## src/rtl/fm_port_arb.sv

```systemverilog
// fm_port_arb
//   Arbiter/sequencer for the single port of the EDP fast-memory (FM) AC
//   block array (128 x 36, two 18-bit halfword write enables).  Two
//   requesters share the port:
//     EBOX  - microcode path, normal priority winner
//     DIAG  - console/EBUS diagnostic path, with a bounded wait so that a
//             busy EBOX cannot starve it, plus an exclusive lock (diag_lock)
//             that keeps EBOX off the port entirely.
//
// Ports
//   clk, crobar_n              clock, synchronous active-low reset
//   ebox_req/we/addr/wdata     EBOX request (we: [0]=bits 0:17, [1]=bits 18:35,
//                              2'b00 = read); held stable until ebox_gnt
//   ebox_gnt                   EBOX accepted this cycle (combinational)
//   ebox_rvalid/rdata          EBOX read return, one cycle after the grant
//   diag_*                     DIAG equivalents of the above
//   diag_lock                  1 = EBOX is never granted
//   rparity                    XOR of the rdata currently valid, 0 if none
//   fm_addr/wdata/we           FM RAM port, driven in the grant cycle
//   fm_rdata                   FM RAM synchronous read data (1-cycle latency)
//   starve_cnt                 consecutive contended EBOX grants seen by DIAG
module fm_port_arb #(
  parameter int AW            = 7,
  parameter int DW            = 36,
  parameter int DIAG_MAX_WAIT = 4
) (
  input  logic          clk,
  input  logic          crobar_n,

  input  logic          ebox_req,
  input  logic [1:0]    ebox_we,
  input  logic [AW-1:0] ebox_addr,
  input  logic [DW-1:0] ebox_wdata,
  output logic          ebox_gnt,
  output logic          ebox_rvalid,
  output logic [DW-1:0] ebox_rdata,

  input  logic          diag_req,
  input  logic [1:0]    diag_we,
  input  logic [AW-1:0] diag_addr,
  input  logic [DW-1:0] diag_wdata,
  output logic          diag_gnt,
  output logic          diag_rvalid,
  output logic [DW-1:0] diag_rdata,

  input  logic          diag_lock,
  output logic          rparity,

  output logic [AW-1:0] fm_addr,
  output logic [DW-1:0] fm_wdata,
  output logic [1:0]    fm_we,
  input  logic [DW-1:0] fm_rdata,

  output logic [3:0]    starve_cnt
);

  localparam logic [3:0] MAX_WAIT = 4'(DIAG_MAX_WAIT);

  // Which requester the read data arriving next cycle belongs to.
  typedef enum logic [1:0] {
    OWN_NONE = 2'd0,
    OWN_EBOX = 2'd1,
    OWN_DIAG = 2'd2
  } owner_e;

  owner_e        rd_owner_reg,   rd_owner_next;
  logic [3:0]    starve_cnt_reg, starve_cnt_next;
  logic [AW-1:0] last_addr_reg,  last_addr_next;

  logic          ebox_cand;
  logic          diag_cand;
  logic          diag_forced;

  // ------------------------------------------------------------------
  // State register
  // ------------------------------------------------------------------
  always_ff @(posedge clk) begin
    if (!crobar_n) begin
      rd_owner_reg   <= OWN_NONE;
      starve_cnt_reg <= '0;
      last_addr_reg  <= '0;
    end else begin
      rd_owner_reg   <= rd_owner_next;
      starve_cnt_reg <= starve_cnt_next;
      last_addr_reg  <= last_addr_next;
    end
  end

  // ------------------------------------------------------------------
  // Grant selection, port drive and next state
  // ------------------------------------------------------------------
  always_comb begin
    ebox_gnt        = 1'b0;
    diag_gnt        = 1'b0;
    fm_addr         = last_addr_reg;   // idle/reset: hold the last address
    fm_wdata        = '0;
    fm_we           = 2'b00;
    rd_owner_next   = OWN_NONE;
    last_addr_next  = last_addr_reg;
    starve_cnt_next = starve_cnt_reg;

    ebox_cand   = ebox_req & ~diag_lock;
    diag_cand   = diag_req;
    diag_forced = diag_cand && (starve_cnt_reg == MAX_WAIT);

    // Reset gates every grant so a request held across reset waits for
    // the first cycle with crobar_n high.
    if (crobar_n) begin
      if (ebox_cand && !diag_forced) begin
        ebox_gnt = 1'b1;
      end else if (diag_cand) begin
        diag_gnt = 1'b1;
      end
    end

    if (ebox_gnt) begin
      fm_addr        = ebox_addr;
      fm_wdata       = ebox_wdata;
      fm_we          = ebox_we;
      last_addr_next = ebox_addr;
      if (ebox_we == 2'b00) rd_owner_next = OWN_EBOX;
    end else if (diag_gnt) begin
      fm_addr        = diag_addr;
      fm_wdata       = diag_wdata;
      fm_we          = diag_we;
      last_addr_next = diag_addr;
      if (diag_we == 2'b00) rd_owner_next = OWN_DIAG;
    end

    // Count only EBOX grants that DIAG actually lost; any DIAG grant or a
    // withdrawn DIAG request restarts the wait.
    if (!diag_req || diag_gnt) begin
      starve_cnt_next = '0;
    end else if (ebox_gnt) begin
      if (starve_cnt_reg < MAX_WAIT) starve_cnt_next = starve_cnt_reg + 4'd1;
    end
  end

  // ------------------------------------------------------------------
  // Read return: index 0 = EBOX, index 1 = DIAG.  Data is gated so the
  // requester that did not issue the read never sees the word.
  // ------------------------------------------------------------------
  logic [1:0]    rvalid_vec;
  logic [DW-1:0] rdata_vec [2];

  assign rvalid_vec = {rd_owner_reg == OWN_DIAG, rd_owner_reg == OWN_EBOX};

  generate
    for (genvar gi = 0; gi < 2; gi++) begin : g_ret
      assign rdata_vec[gi] = rvalid_vec[gi] ? fm_rdata : '0;
    end
  endgenerate

  assign ebox_rvalid = rvalid_vec[0];
  assign diag_rvalid = rvalid_vec[1];
  assign ebox_rdata  = rdata_vec[0];
  assign diag_rdata  = rdata_vec[1];

  // At most one rvalid is set, so OR-ing the gated words selects it.
  assign rparity     = ^(rdata_vec[0] | rdata_vec[1]);

  assign starve_cnt  = starve_cnt_reg;

endmodule

```

## config.mk

```make
export PLATFORM = sky130hd
export DESIGN_NAME = fm_port_arb
export DESIGN_NICKNAME = d
export VERILOG_FILES = /design/src/rtl/fm_port_arb.sv
export SDC_FILE = /design/constraint.sdc
export NUM_CORES = 1
export LEC_CHECK = 0
export ABC_CLOCK_PERIOD_IN_PS = 5000
export CAP_MARGIN = 0
export CORE_AREA = 2 2 100 102
export DETAILED_ROUTE_END_ITERATION = 16
export DIE_AREA = 0 0 102 104
export HOLD_SLACK_MARGIN = 0.06
export PLACE_DENSITY_LB_ADDON = 0.12
export SKIP_LAST_GASP = 1
export SLEW_MARGIN = 15
export SYNTH_ARGS = -nofsm -noshare
export SYNTH_HDL_FRONTEND = slang
export SYNTH_SLANG_ARGS = --single-unit
```

## constraint.sdc

```tcl
create_clock -name clk -period 5 [get_ports clk]
set_input_delay 1 -clock clk [delete_from_list [all_inputs] [get_ports clk]]
set_output_delay 1 -clock clk [all_outputs]
set_load 0.02 [all_outputs]
```

Word-level counts from Yosys, hierarchy flattened
Cells that the tools add are included.
W data, S select, Z words.
{ "word_totals": {"register_bits": 13, "inputBits": 131, "out_inout_bits": 126, "elab_cells": 39} }
{ "classes": {"n_addsub": 1, "order_cmp": 1, "eq_ne": 3, "muxes": 17, "n_bitwise": 4, "n_reduce_logical": 10} }
{ "ops": {"columns": ["cell", "n"], "rows": [
  ["$mux W36", 4],
  ["$or A36 B36 Y36", 1],
  ["$reduce_xor A36 Y1", 1],
  ["$mux W7", 2],
  ["$mux W2", 5],
  ["$mux W1", 6],
  ["$add A4 B1 Y4 const B", 1],
  ["$eq A4 B3 Y1 const B", 1],
  ["$logic_not A2 Y1", 2],
  ["$lt A4 B3 Y1 const B", 1],
  ["$eq A2 B1 Y1 const B", 1],
  ["$eq A2 B2 Y1 const B", 1],
  ["$logic_and A1 B1 Y1", 2],
  ["$logic_not A1 Y1", 2],
  ["$not A1 Y1", 2],
  ["$reduce_and A2 Y1", 1],
  ["$reduce_or A2 Y1", 1],
  ["$and A1 B1 Y1", 1],
  ["$logic_or A1 B1 Y1", 1]
]} }

Longest topological paths before layout
{ "depth": {"depth_word": 8, "mapped_depth": 8, "ltp_nobuf": 7} }

Least setup slack after synthesis
Ideal clock, no wire load.
{ "synth_timing": {"path_kind": "input-to-output", "startpoint": "input diag_req", "endpoint": "output fm_wdata[25]", "arrival_time_ns": 2.255, "slack_ns": 1.745, "stages": 5, "n_path_buf": 2, "cell_sequence": "buf_4 -> and4b_1 -> o211a_1 -> clkbuf_1 -> a22o_1"} }
{ "synth_between": {"elab_chain_len": 7, "elab_cells_between_ends": 10, "cone_classes": "mux (7); reduce/logical (3)"} }
{ "synth_lines": {"columns": ["element", "line", "source"], "rows": [
  ["start, declared", "38", "input logic diag_req,"],
  ["$logic_and A1 B1 Y1", "104", "diag_forced = diag_cand && (starve_cnt_reg == MAX_WAIT);"],
  ["$logic_not A1 Y1", "109", "if (ebox_cand && !diag_forced) begin"],
  ["$logic_and A1 B1 Y1", "109", null],
  ["$mux W1 *", "109", null],
  ["$mux W1 *", "108", "if (crobar_n) begin"],
  ["via diag_gnt", "42", "output logic diag_gnt,"],
  ["$mux W36 *", "122", "end else if (diag_gnt) begin"],
  ["$mux W36 *", "116", "if (ebox_gnt) begin"],
  ["end, declared", "50", "output logic [DW-1:0] fm_wdata,"]
]} }
The timed path passes the listed nets; every way through them passes the cells marked *.

Final worst setup path
{ "layout_timing": {"startpoint": "input fm_rdata[25]", "endpoint": "output rparity"} }
{ "layout_between": {"elab_chain_len": 3, "elab_cells_between_ends": 4, "cone_classes": "mux (2); bitwise (1); reduce/logical (1)"} }
{ "layout_lines": {"columns": ["element", "line", "source"], "rows": [
  ["start, declared", "52", "input logic [DW-1:0] fm_rdata,"],
  ["$mux W36", "150", "assign rdata_vec[gi] = rvalid_vec[gi] ? fm_rdata : '0;"],
  ["$or A36 B36 Y36 *", "160", "assign rparity = ^(rdata_vec[0] | rdata_vec[1]);"],
  ["$reduce_xor A36 Y1 *", "160", null],
  ["end, declared", "47", "output logic rparity,"]
]} }
Mark *: on every way between the ends. The rest lies on a longest branch, timed or not.

==> results.yml <==
final_layout:
  fill_cells: 962
  layout_common_cells: "clkdlybuf4s50_1, and2_1, a22o_1"
  final_common_cell: "clkdlybuf4s50_1"
  drive_gt1_share_pct: 3.25
  layoutNonFillerInstCount: 625
  n_antenna_cell: 0
  largest_reg_flops: 7
  finish.utilization_pct: 48.5
  area_growth_pct: 146
  nNetsFinal: 626
grt:
  grt_pass1_wl_mm: 13.5
  grtUsageMet1_pct: 16.6
  grt_use_met3_pct: 5.65
  grt-ovfl-total: 0
  grt_max_degree: 48
  use_met2_pct: 29.8
  grt_usage_pct: 15.8
  grt_pass1_vias: 2651
  top_usage_layer: "met2"
  antenna_found_initial: 0
critical_path:
  cp_max_fo: 3
  critPathLaunchType: "input pin"
  slowest_delay_ns: 0.64
  crit_required_ns: 4.00
  cp.arrival_ns: 3.25
  endpoint_kind: "primary output"
  cp_cell_sequence: "clkdlybuf4s50_1 -> xor2_1 -> xnor2_1 -> xnor2_1 -> xnor3_1 -> mux2i_1 -> clkdlybuf4s50_1"
  slowest_stage: "clkdlybuf4s50_1"
  worstSetupPathType: "input pin to primary output"
power:
  power_leakage_nw: 1.77
  powerDensity_nw_per_um2: 123
  p_seq_share_pct: 19.6
  switching_share_pct: 31.6
  ir_drop_mv: 0.0880
  p_clk_share_pct: 15.9
  p_int_mw: 0.389
  switchingPower_mw: 0.180
  pwr-share-comb_pct: 64.5
clock_tree:
  cts_made_buffers: 3
  clock_latency_ns: 0.24
  clk_pin_slew_ns: 0.05
  cts_buffer_depth: 2
  postCtsSetupBuffers: 0
  tritoncts: "done"
  cts_hold_buf: 0
  cts_sinks: 13
  root_buffer: "clkbuf_8"
  h-tree-depth: 1
  ctsResizeCount: 0
synth:
  syn_avg_cell_area_um2: 7.61
  synth_fp_nets: 380
  synth.largest_area_cell: "and2_1"
  syn_inst: 247
  synth_area_um2: 1880
  seq_area_frac_synth_pct: 13.8
  synth_xor_area_share_pct: 16.8
  synthSimpleGateAreaFrac_pct: 32.7
  synth_top_family_by_area: "simple AND/OR/NAND/NOR gates"
  synthAdderAreaFrac_pct: 1.33
  ys_types: 31
  yosys-top-cells-area: "and2_1, a22o_1, dfxtp_1"
  synth_compound_area_share_pct: 25.3
  synth_seq_cells: 13
  synth_mux_area_share_pct: 4.26
  yosys_warnings: 0
  yosys.area.top_type_share_pct: 23.3
place:
  gp_congestion: 0.787
  numPortBuffers: 256
  dp.cells: 621
  dp_hpwl_mm: 7.48
sta:
  fin_crit_sh_pct: 85.0
  fin_crit_ns: 4.25
  setup_viol: 0
  setup_tns_ns: 0
  rsz0062_at_grt: "no"
  finalHoldViolCount: 0
  max_slew_margin_pct: 42.5
  fmax_mhz: 235
  finalMaxSlewViolations: 0
  tightest_slew_ns: 0.858
  fin_skew_ns: 0.00626
die:
  die_h_um: 104
  die_w_um: 102
  coreArea_um2: 9550
  dieArea_um2: 10600
  std_cell_rows: 36
  io_pins: 257
  initial_utilization_pct: 19.7
route:
  vias: 2689
  antenna_left: 0
  drc_errors: 0
  drt-total-wl_mm: 8.96
  routed_via_density: 4.30
  first_iter_violations: 50
  drtPass1Iterations: 4
  wl_per_cell_um: 14.3
job:
  drv_cap: 0
worst_hold_path:
  hp-class: "register to register"
status:
  outcome: "finished, final reports clean"
[routing by layer]
metal / vias up / part of all wire (%)
li1: 1342 / -
met4: 0 / 1.2
met2: 165 / 51
met3: 8 / 12
met1: 1174 / 36
met5: - / 0
[metrics by stage]
stage          cell area [um^2]  setup slack [ns]  hold WS, ns  power (mW)
6_report                   4630             0.749        0.511       0.569
3_5_place_dp               4580             0.709        0.506       0.485
5_1_grt                    4630             0.603        0.543       0.607
4_1_cts                    4630             0.683        0.517       0.577
2_1_floorplan              1880              1.74        0.525       0.284
3_3_place_gp               4580             0.696        0.501       0.483
[Yosys cell counts]
cell type	instances
o211a_1	1
nor2b_1	2
mux2i_1	8
xor2_1	4
and2_1	70
a22oi_1	7
clkbuf_1	11
inv_1	3
clkbuf_2	1
nor3b_1	1
a21oi_1	2
nor4_1	1
and2_2	2
a22o_1	38
or2_2	1
nor3_1	1
and4b_1	1
nor2_2	1
nand2_1	16
dfxtp_1	13
nand2b_1	1
ha_1	2
clkinv_1	1
a211oi_1	7
o21bai_1	1
buf_4	1
nor2_1	11
o21ai_0	2
buf_2	8
xnor3_1	2
xnor2_1	27
[path summary, 6_finish.rpt]
path                       from         endpoint  slack [ns]  cells past startpoint
setup / recovery   fm_rdata[25]          rparity        0.75                      7
hold / removal    starve_cnt[3]    starve_cnt[3]        0.51                      2
setup reg to reg  starve_cnt[0]  rd_owner_reg[1]        3.32                      6
hold reg to reg   starve_cnt[3]    starve_cnt[3]        0.51                      2
[worst max-delay path: cells and delay by family]
| kind | cells | cell delay, ns |
|---|---|---|
| xor gates and xnor gates | 4 | 0.95 |
| buffers and inverters | 2 | 1.15 |
| muxes | 1 | 0.16 |
[kinds of logic (layout without fill, tap and decap cells)]
family	count (synthesis)	after routing
buffers and inverters	25	270
XOR/XNOR	33	33
flip-flops	13	13
AO/OA/AOI/OAI	58	58
AND/OR/NAND/NOR	108	108
adder cells (fa/ha/maj)	2	2
multiplexers	8	8
[final cells by class]
type	count	area (um^2)	share of cell area (%)
Timing Repair Buffer	262	2620	56.6
Multi-Input combinational cell	209	1520	32.9
Sequential cell	13	260	5.62
Tap cell	133	166	3.60
Clock buffer	4	45.0	0.973
Inverter	4	15.0	0.324
[power groups by stage]
| stage | sequential (mW) | combinational, mW | clock [mW] |
|---|---|---|---|
| final | 0.112 | 0.367 | 0.0904 |
| after CTS | 0.112 | 0.373 | 0.0925 |
| after global placement | 0.114 | 0.369 | 0 |
| after floorplan | 0.113 | 0.171 | 0 |
| after global routing | 0.112 | 0.394 | 0.101 |
| after detailed placement | 0.114 | 0.372 | 0 |
Note: power is estimated with default switching activity, not from simulation.
